`config.mk`:
```
export PLATFORM = sky130hd
export DESIGN_NAME = battle_turn_scheduler
export DESIGN_NICKNAME = d
export VERILOG_FILES = /design/src/rtl/battle_pkg.sv /design/src/rtl/battle_lfsr.sv /design/src/rtl/battle_turn_scheduler.sv
export SDC_FILE = /design/constraint.sdc
export NUM_CORES = 1
export LEC_CHECK = 0
export ABC_AREA = 1
export CORE_MARGIN = 2
export CORE_UTILIZATION = 46
export DETAILED_ROUTE_END_ITERATION = 8
export GPL_ROUTABILITY_DRIVEN = 0
export HOLD_SLACK_MARGIN = 0.15
export PLACE_DENSITY = 0.81
export RECOVER_POWER = 100
export SLEW_MARGIN = 20
export SYNTH_ARGS = -nofsm -noshare
export SYNTH_HDL_FRONTEND = slang
export SYNTH_SLANG_ARGS = --single-unit
```
`constraint.sdc`:
```
create_clock -name clk -period 2.35 [get_ports clk]
set_clock_uncertainty 0.15 [all_clocks]
set_input_delay 0.235 -clock clk [delete_from_list [all_inputs] [get_ports clk]]
set_output_delay 0.235 -clock clk [all_outputs]
set_load 0.01 [all_outputs]
```
`src/rtl/battle_pkg.sv`:
```
// battle_pkg: action, FSM state and winner encodings plus combat constants for the turn scheduler
package battle_pkg;
    typedef enum logic [1:0] {
        ACT_ATTACK  = 2'b00,
        ACT_SPECIAL = 2'b01,
        ACT_HEAL    = 2'b10,
        ACT_PASS    = 2'b11
    } act_e;
    typedef enum logic [3:0] {
        IDLE, INIT, ORDER, WAIT_ACT, TGT_SET, TGT_PULSE, SELF_SET, SELF_PULSE, CHECK, DONE
    } state_e;
    localparam logic [1:0] WIN_NONE = 2'b00;
    localparam logic [1:0] WIN_P0   = 2'b01;
    localparam logic [1:0] WIN_P1   = 2'b10;
    localparam logic [1:0] WIN_DRAW = 2'b11;
    localparam logic [5:0] DMG_ATTACK   = 6'd8;
    localparam logic [5:0] DMG_SPECIAL  = 6'd20;
    localparam logic [5:0] HEAL_AMT     = 6'd10;
    localparam logic [2:0] COST_SPECIAL = 3'd3;
    localparam logic [2:0] COST_HEAL    = 3'd2;
    function automatic logic [1:0] health_winner(input logic [8:0] h0, input logic [8:0] h1);
        return h0 > h1 ? WIN_P0 : h0 < h1 ? WIN_P1 : WIN_DRAW;
    endfunction
endpackage

```
`src/rtl/battle_lfsr.sv`:
```
// battle_lfsr: free-running 4-bit LFSR (x^4+x^3+1) used for dodge rolls
module battle_lfsr (
    input  logic       clk,
    input  logic       rst_n,
    output logic [3:0] q
);
    always_ff @(posedge clk or negedge rst_n)
        if (!rst_n) q <= 4'b1001;
        else q <= {q[2:0], q[3] ^ q[2]};
endmodule

```
`src/rtl/battle_turn_scheduler.sv`:
```
// battle_turn_scheduler: orders two players, converts accepted actions into hit/cost update pulses, detects battle end; BATTLE_DODGE_EN adds LFSR-based dodging
module battle_turn_scheduler
    import battle_pkg::*;
#(
    parameter int MAX_ROUNDS = 99
) (
    input  logic       clk,
    input  logic       rst_n,
    input  logic       start,
    input  logic [2:0] speed0,
    input  logic [2:0] speed1,
    input  logic [2:0] dodge0,
    input  logic [2:0] dodge1,
    input  logic [8:0] health0,
    input  logic [8:0] health1,
    input  logic [4:0] special0,
    input  logic [4:0] special1,
    input  logic       act_valid,
    input  logic [1:0] act_code,
    output logic       act_ready,
    output logic       active_player,
    output logic       char_rst,
    output logic       upd0,
    output logic       upd1,
    output logic [5:0] hit_out,
    output logic [2:0] cost_out,
    output logic [7:0] round_cnt,
    output logic [1:0] winner,
    output logic       done
);
    state_e     state;
    logic       pending;
    logic [5:0] l_tgt, l_self, d_tgt, d_self;
    logic [2:0] l_cost, d_cost;
    logic [4:0] sp_a;
    logic [7:0] rc_next;
    logic       miss;
    assign sp_a    = active_player ? special1 : special0;
    assign rc_next = round_cnt == 8'hFF ? round_cnt : round_cnt + 8'd1;
`ifdef BATTLE_DODGE_EN
    logic [3:0] lfsr;
    battle_lfsr u_lfsr (.clk(clk), .rst_n(rst_n), .q(lfsr));
    assign miss = lfsr < {1'b0, active_player ? dodge0 : dodge1};
`else
    logic unused_dodge;
    assign unused_dodge = ^{dodge0, dodge1};
    assign miss = 1'b0;
`endif
    // Unaffordable specials/heals degrade to pass; a miss still charges the special cost
    always_comb begin
        d_tgt  = '0;
        d_self = '0;
        d_cost = '0;
        if (act_code == ACT_ATTACK) begin
            d_tgt = miss ? 6'd0 : DMG_ATTACK;
        end else if (act_code == ACT_SPECIAL && sp_a >= {2'b0, COST_SPECIAL}) begin
            d_tgt  = miss ? 6'd0 : DMG_SPECIAL;
            d_cost = COST_SPECIAL;
        end else if (act_code == ACT_HEAL && sp_a >= {2'b0, COST_HEAL}) begin
            d_self = -HEAL_AMT;
            d_cost = COST_HEAL;
        end
    end
    always_ff @(posedge clk or negedge rst_n) begin
        if (!rst_n) begin
            state         <= IDLE;
            pending       <= 1'b0;
            l_tgt         <= '0;
            l_self        <= '0;
            l_cost        <= '0;
            act_ready     <= 1'b0;
            active_player <= 1'b0;
            char_rst      <= 1'b0;
            upd0          <= 1'b0;
            upd1          <= 1'b0;
            hit_out       <= '0;
            cost_out      <= '0;
            round_cnt     <= '0;
            winner        <= WIN_NONE;
            done          <= 1'b0;
        end else begin
            char_rst  <= 1'b0;
            upd0      <= 1'b0;
            upd1      <= 1'b0;
            act_ready <= 1'b0;
            hit_out   <= '0;
            cost_out  <= '0;
            case (state)
                IDLE, DONE: if (start) begin
                    state     <= INIT;
                    char_rst  <= 1'b1;
                    round_cnt <= '0;
                    winner    <= WIN_NONE;
                    done      <= 1'b0;
                end
                INIT: state <= ORDER;
                ORDER: begin
                    state         <= WAIT_ACT;
                    act_ready     <= 1'b1;
                    active_player <= speed1 > speed0;
                    pending       <= 1'b1;
                end
                WAIT_ACT: if (act_valid && act_ready) begin
                    state   <= TGT_SET;
                    l_tgt   <= d_tgt;
                    l_self  <= d_self;
                    l_cost  <= d_cost;
                    hit_out <= d_tgt;
                end else begin
                    act_ready <= 1'b1;
                end
                TGT_SET: begin
                    state   <= TGT_PULSE;
                    hit_out <= l_tgt;
                    upd0    <= l_tgt != '0 && active_player;
                    upd1    <= l_tgt != '0 && !active_player;
                end
                TGT_PULSE: begin
                    state    <= SELF_SET;
                    hit_out  <= l_self;
                    cost_out <= l_cost;
                end
                SELF_SET: begin
                    state    <= SELF_PULSE;
                    hit_out  <= l_self;
                    cost_out <= l_cost;
                    upd0     <= (l_self != '0 || l_cost != '0) && !active_player;
                    upd1     <= (l_self != '0 || l_cost != '0) && active_player;
                end
                SELF_PULSE: state <= CHECK;
                CHECK: if (health0 == '0 || health1 == '0) begin
                    state  <= DONE;
                    done   <= 1'b1;
                    winner <= health0 == '0 && health1 == '0 ? WIN_DRAW : health0 == '0 ? WIN_P1 : WIN_P0;
                end else if (pending) begin
                    state         <= WAIT_ACT;
                    act_ready     <= 1'b1;
                    pending       <= 1'b0;
                    active_player <= !active_player;
                end else begin
                    round_cnt <= rc_next;
                    if (rc_next == 8'(MAX_ROUNDS)) begin
                        state  <= DONE;
                        done   <= 1'b1;
                        winner <= health_winner(health0, health1);
                    end else begin
                        state <= ORDER;
                    end
                end
                default: state <= IDLE;
            endcase
        end
    end
endmodule

```
==> results of run 1 <==
placed cells by master (no fill, tap or decap), types with 3 or more instances in the layout:
cell type / instances
sky130_fd_sc_hd__nand2_1: 77
sky130_fd_sc_hd__inv_1: 36
sky130_fd_sc_hd__nor2_1: 24
sky130_fd_sc_hd__o211ai_1: 3
sky130_fd_sc_hd__nor2_2: 4
sky130_fd_sc_hd__nand3_1: 27
sky130_fd_sc_hd__dfrtp_1: 30
sky130_fd_sc_hd__nor3_1: 5
sky130_fd_sc_hd__dlygate4sd3_1: 24
sky130_fd_sc_hd__ha_1: 13
sky130_fd_sc_hd__o21ai_0: 15
sky130_fd_sc_hd__clkbuf_8: 5
sky130_fd_sc_hd__a21oi_1: 10
sky130_fd_sc_hd__clkdlybuf4s50_1: 38
sky130_fd_sc_hd__nand4_1: 5
final cells by class:
type	instances	area share [%]
multi-input cells	209	39.7
inverters	39	5.20
clock buffers	5	2.45
well taps	52	2.31
repair buffers	63	22.2
clock inverters	3	1.42
flip-flops and latches	30	26.7
state kept, by name (all words and copies together), names as in the netlist:
name / flops
round_cnt: 8
state: 4
hit_out: 3
cost_out: 2
l_cost: 2
winner: 2
act_ready: 1
active_player: 1
char_rst: 1
done: 1
l_self: 1
l_tgt: 1
pending: 1
upd0: 1
upd1: 1
worst max path at each step:
stage,endpoint,slack (ns),cells past startpoint
global placement,round_cnt[2]$_DFFE_PN0P_,0.25,12
global route,round_cnt[6]$_DFFE_PN0P_,0.08,10
detailed placement,round_cnt[6]$_DFFE_PN0P_,0.21,12
CTS,winner[0]$_DFFE_PN0P_,0.32,13
floorplan,winner[0]$_DFFE_PN0P_,0.54,13
finish,round_cnt[6]$_DFFE_PN0P_,0.23,10
through the flow:
| stage | hold slack, ns | std cells | power, uW | util (%) | instance area [sq um] |
|---|---|---|---|---|---|
| finish | 0.325 | 401 | 2070 | 65.0 | 2810 |
| global route | 0.357 | 401 | 2210 | 65.0 | 2810 |
| CTS | 0.214 | 401 | 2130 | 65.6 | 2840 |
| detailed placement | 0.312 | 393 | 1610 | 63.1 | 2730 |
| global placement | 0.317 | 393 | 1580 | 63.1 | 2730 |
| floorplan | -0.211 | 282 | 1280 | - | 2060 |
routing by layer:
metal  up-vias  wire length, um  track usage [%]  share of wire [%]
met5         -                0                0                  0
met4         0               53             5.66                1.1
met3         5              160             3.42                3.4
met2        42             2340             33.1                 50
met1       950             2090             24.5                 45
li1       1051                -                -                  -
logic make-up after synthesis:
logic type	Yosys count	share of synthesized area [%]
AND/OR/NAND/NOR	158	36.8
adder cells (fa/ha/maj)	13	7.89
XOR/XNOR	1	0.425
buffers and inverters	43	8.56
flip-flops	30	36.4
other	1	0.182
AO/OA/AOI/OAI	35	9.72
worst max-delay path, stage by stage, from the launching register on:
cell,delay (ns)
sky130_fd_sc_hd__dfrtp_1,0.44
sky130_fd_sc_hd__nor2_1,0.17
sky130_fd_sc_hd__inv_1,0.10
sky130_fd_sc_hd__nor3_4,0.20
sky130_fd_sc_hd__inv_1,0.23
sky130_fd_sc_hd__nor2_8,0.17
sky130_fd_sc_hd__nand2_1,0.17
sky130_fd_sc_hd__nand2_4,0.13
sky130_fd_sc_hd__inv_1,0.09
sky130_fd_sc_hd__nand2_1,0.06
sky130_fd_sc_hd__o21ai_0,0.08
power by group through the flow:
| stage | sequential, uW | combinational [uW] | clock [uW] |
|---|---|---|---|
| floorplan | 774 | 510 | 0 |
| global placement | 761 | 823 | 0 |
| detailed placement | 766 | 847 | 0 |
| CTS | 757 | 853 | 519 |
| global route | 769 | 899 | 545 |
| finish | 751 | 804 | 512 |
==> metrics.md, run 1 <==
| Metric | Value |
|---|---|
| Endpoint of the lowest-slack register-to-register path | round_cnt[6]$_DFFE_PN0P_ |
| Total wire length | 4.64 mm |
| Class of the most critical setup path | reg -> reg |
| Fraction of registers with async set or reset after synthesis | 100% |
| Cell with the most instances after synthesis | sky130_fd_sc_hd__nand2_1 |
| Critical Path AT | 2.12 ns |
| Origin of the critical flop-to-flop path | state[1]$_DFFE_PN0P_ |
| Number of cell instances on the worst register-to-register path | 10 |
| DRT antenna net count | 0 |
| Die span in y | 70.9 um |
| Register area | 751 sq um |
| Slew at the pin closest to its max-slew limit | 0.727 ns |
| Internal power | 1300 uW |
| Worst min-delay path startpoint | winner[0]$_DFFE_PN0P_ |
| Worst hold endpoint | winner[0]$_DFFE_PN0P_ |
| Post-CTS Repair Setup Buffers | 0 |
| Clock share of power | 24.8% |
| Number of cells traversed by the worst hold path | 2 |
| Layout fillers | 384 |
| Layout area overhead | 36.5% |
| Synthesized area | 0.00206 sq mm |
| Reported max-cap violation count | 0 |
| Via count of the first global-routing pass | 1788 |
| # clock sinks | 30 |
| Final routed wire length divided by cell count | 11.6 um |
| Share of power burned in registers | 36.3% |
| Synth unique cells | 33 |
| Total leakage power | 0.00142 uW |
| PostCTS Resize Cnt | 0 |
| Power dissipated by switching net loads | 770 uW |
| Standard-cell row count | 24 |
| Share of layout cells above drive strength 1 | 7.74% |
| Clock Path Buffers | 2 |
| Worst slew margin | 51.5% |
| Switching power as a share of total power | 37.3% |
| Number of warnings printed during yosys synthesis | 0 |
| Clock slew seen by the registers of the worst setup and hold paths | 0.07 ns |
| Initial Util | 47.7% |
| Time the worst path needs with I/O delays and setup | 2.12 ns |
| Number of nets at the end of the flow | 407 |
| RSZ-0062 raised after global routing | no |
| Residual DRC count | 0 |
| Number of antenna violations at the first check in global routing | 0 |
| Worst-skew pair later-pin latency | 0.28 ns |
| Leading area contributor after synthesis | sky130_fd_sc_hd__dfrtp_1 |
| Largest net degree at the start of global routing | 31 |
| Origin of the worst setup path | state[1]$_DFFE_PN0P_ |
| Via-per-instance ratio | 5.11 |
| Post-synthesis sequential element count | 30 |
| Setup Viol. Count Final | 0 |
| Top cells by area, synth | sky130_fd_sc_hd__dfrtp_1 36%, sky130_fd_sc_hd__nand2_1 14%, sky130_fd_sc_hd__ha_1 7.9% |
| WP data required | 2.36 ns |
| CTS root buf | sky130_fd_sc_hd__clkbuf_8 |
| GR Util All Layers | 19.1% |
| First-pass DRT Iterations | 4 |
| Total count of max-transition violations in the final report | 0 |
| Number of synthesized flops with an enable pin | 0 |
| Die extent in x | 70.9 um |
| Aggregate negative setup slack | 0 ns |
| Number of diodes | 0 |
| Setup ws final | 0.231 ns |
| Kind of capture point of the worst setup path | register |
| Top FF cell, synth | sky130_fd_sc_hd__dfrtp_1 |
| Final hold vios | 0 |
| Post-Synthesis Cells | 281 |
| Area fraction of the dominant cell type after synthesis | 36.4% |
| Pwr/cell area | 735 mW/mm^2 |
| Achievable clock frequency | 0.472 GHz |
| H-Tree Depth | 2 |
| Fraction of power consumed by combinational cells | 38.9% |
| Setup slack on the worst flop-to-flop path | 0.23 ns |
| TritonCTS Buffers | 5 |
| Post-DP HPWL | 3.76 mm |
| Via total after detailed routing | 2048 |
| Ranking of synthesized cells by instance count | 75 x sky130_fd_sc_hd__nand2_1, 33 x sky130_fd_sc_hd__inv_1, 30 x sky130_fd_sc_hd__dfrtp_1 |
| Post-route clock period utilization | 90.2% |
| CTS Hold Bufs | 0 |
| Portion of the post-synthesis area used by sequential elements | 36.4% |
| Critical path fanouts, max | 6 |
| Count of routing violations after the opening detailed-route iteration | 105 |
| Setup slack after placement | 0.209 ns |
| Peak ir drop on the vdd network | 0.557 mV |
| Boundary Pins | 71 |
| Path class of the lowest-slack min-delay path | reg -> reg |
| CTS tree | done |
| Global-route wire length before repair | 7.71 mm |
| Die Area | 0.00503 sq mm |
| Outcome | finished clean |
| Grt ovf | 0 |
| Count of input and output buffers | 62 |
| Average cell area after synthesis | 7.33 sq um |
| Startpoint type of the worst setup path | register |
| Footprint of the multi-input gates | 0.00112 sq mm |
| Placeable core region | 0.00432 sq mm |
Note: power is estimated with default switching activity, not from simulation.
==> run 2: changes to the inputs <==
- CORE_ASPECT_RATIO: not set -> 1.25
==> metrics.md, run 2 (synthesis results as in run 1) <==
| Metric | Value |
|---|---|
| Setup slack after placement | 0.179 ns |
| Setup Viol. Count Final | 0 |
| Global-route wire length before repair | 8.29 mm |
| Aggregate negative setup slack | 0 ns |
| Total leakage power | 0.00141 uW |
| Total wire length | 4.64 mm |
| Worst slew margin | -3.97% |
| Initial Util | 47.3% |
| Number of cell instances on the worst register-to-register path | 10 |
| Placeable core region | 0.00436 sq mm |
| Origin of the worst setup path | state[1]$_DFFE_PN0P_ |
| Reported max-cap violation count | 1 |
| Critical path fanouts, max | 6 |
| Footprint of the multi-input gates | 0.00112 sq mm |
| Most frequent standard cell in the layout excluding fill and tap cells | sky130_fd_sc_hd__nand2_1 |
| Time the worst path needs with I/O delays and setup | 2.02 ns |
| Most flop-heavy register | round_cnt |
| Worst-skew pair later-pin latency | 0.29 ns |
| Post-route clock period utilization | 86.0% |
| Boundary Pins | 71 |
| TritonCTS Buffers | 5 |
| Flip-flop count of the largest register after layout | 8 |
| Achievable clock frequency | 0.495 GHz |
| Largest registers | round_cnt: 8 flops, state: 4 flops, hit_out: 3 flops |
| Outcome | finished with violations |
| Number of diodes | 0 |
| Via-per-instance ratio | 5.01 |
| Violated checks | capacitance limit, slew limit |
| DRT antenna net count | 0 |
| Startpoint type of the worst setup path | register |
| Count of routing violations after the opening detailed-route iteration | 79 |
| H-Tree Depth | 2 |
| Die span in y | 78.8 um |
| Number of antenna violations at the first check in global routing | 0 |
| Pwr/cell area | 708 mW/mm^2 |
| Last element of the critical path | round_cnt[5]$_DFFE_PN0P_ |
| Slew at the pin closest to its max-slew limit | 1.56 ns |
| Clock slew seen by the registers of the worst setup and hold paths | 0.07 ns |
| Total power consumption of the routed design | 1990 uW |
| Largest net degree at the start of global routing | 31 |
| Endpoint of the lowest-slack register-to-register path | round_cnt[5]$_DFFE_PN0P_ |
| Peak ir drop on the vdd network | 0.328 mV |
| Number of nets at the end of the flow | 407 |
| Kind of capture point of the worst setup path | register |
| Post-route cell area | 0.00281 sq mm |
| Layout area overhead | 36.5% |
| Leading cell types in the layout, fill and taps excluded | 75 x sky130_fd_sc_hd__nand2_1, 39 x sky130_fd_sc_hd__clkdlybuf4s50_1, 36 x sky130_fd_sc_hd__inv_1, 30 x sky130_fd_sc_hd__dfrtp_1, 27 x sky130_fd_sc_hd__nand3_1 |
| Residual DRC count | 0 |
| Post-CTS Repair Setup Buffers | 0 |
| Standard-cell row count | 27 |
| CTS root buf | sky130_fd_sc_hd__clkbuf_8 |
| Grt ovf | 0 |
| Share of layout cells above drive strength 1 | 7.74% |
| RSZ-0062 raised after global routing | no |
| Register area | 751 sq um |
| # clock sinks | 30 |
| DP Area | 0.00274 sq mm |
| First-pass DRT Iterations | 4 |
| Post-DP HPWL | 3.76 mm |
| Clock Path Buffers | 2 |
| Via count of the first global-routing pass | 1955 |
| PostCTS Resize Cnt | 0 |
| Setup slack on the worst flop-to-flop path | 0.33 ns |
| Count of input and output buffers | 62 |
| Critical Path AT | 2.04 ns |
| Die extent in x | 63.9 um |
| GR Util All Layers | 20.4% |
| Final hold vios | 0 |
| Final routed wire length divided by cell count | 11.4 um |
| Setup ws final | 0.330 ns |
| Worst hold slack | 0.320 ns |
| Class of the most critical setup path | reg -> reg |
| CTS Hold Bufs | 0 |
| Layout fillers | 375 |
| Origin of the critical flop-to-flop path | state[1]$_DFFE_PN0P_ |
| Via total after detailed routing | 2039 |
| CTS tree | done |
| Path class of the lowest-slack min-delay path | reg -> reg |
| WP data required | 2.37 ns |
| Die Area | 0.00503 sq mm |
| Total count of max-transition violations in the final report | 31 |
==> run 2: worst min-delay path by stage <==
stage	cells past startpoint	end	start
after floorplan	0	act_ready$_DFF_PN0_	rst_n
after global placement	2	done$_DFFE_PN0P_	done$_DFFE_PN0P_
after detailed placement	2	winner[1]$_DFFE_PN0P_	winner[1]$_DFFE_PN0P_
after CTS	2	winner[0]$_DFFE_PN0P_	rst_n
after global routing	2	winner[1]$_DFFE_PN0P_	winner[1]$_DFFE_PN0P_
final	2	winner[1]$_DFFE_PN0P_	winner[1]$_DFFE_PN0P_
==> run 2: layout make-up <==
cell class              count  area share, %
clock buffers               6           2.94
clock inverters             2          0.445
inverters                  39           5.20
multi-input cells         209           39.9
flip-flops and latches     30           26.7
well taps                  58           2.58
repair buffers             63           22.2
==> run 2: routing by layer <==
metal | vias up | global-route usage [%] | wire, um | share of wire [%]
met4 | 0 | 9.13 | 85 | 1.8
met1 | 954 | 23.6 | 1990 | 43
li1 | 1046 | - | - | -
met5 | - | 0 | 0 | 0
met3 | 7 | 3.68 | 120 | 2.6
met2 | 32 | 36.4 | 2450 | 53
==> run 2: report_power, final <==
group / internal [uW] / switching, uW / leakage, uW / total (uW)
clock network: 235 / 207 / 0.0000472 / 442
logic: 342 / 455 / 0.000964 / 796
registers: 643 / 108 / 0.000397 / 752
total: 1220 / 770 / 0.00141 / 1990
==> run 2: critical path, cell delays in order (launching register included) <==
cell                      delay (ns)
sky130_fd_sc_hd__dfrtp_1        0.44
sky130_fd_sc_hd__nor2_1         0.18
sky130_fd_sc_hd__inv_1          0.10
sky130_fd_sc_hd__nor3_4         0.21
sky130_fd_sc_hd__inv_1          0.22
sky130_fd_sc_hd__nor2_8         0.18
sky130_fd_sc_hd__nand2_4        0.10
sky130_fd_sc_hd__nand2_4        0.10
sky130_fd_sc_hd__inv_1          0.09
sky130_fd_sc_hd__nand2_1        0.06
sky130_fd_sc_hd__o21ai_0        0.07
==> run 2: stage by stage <==
stage	instances	util (%)
final	407	64.5
after global routing	407	64.5
after CTS	407	64.9
after detailed placement	399	62.8
after global placement	399	62.8
after floorplan	282	-
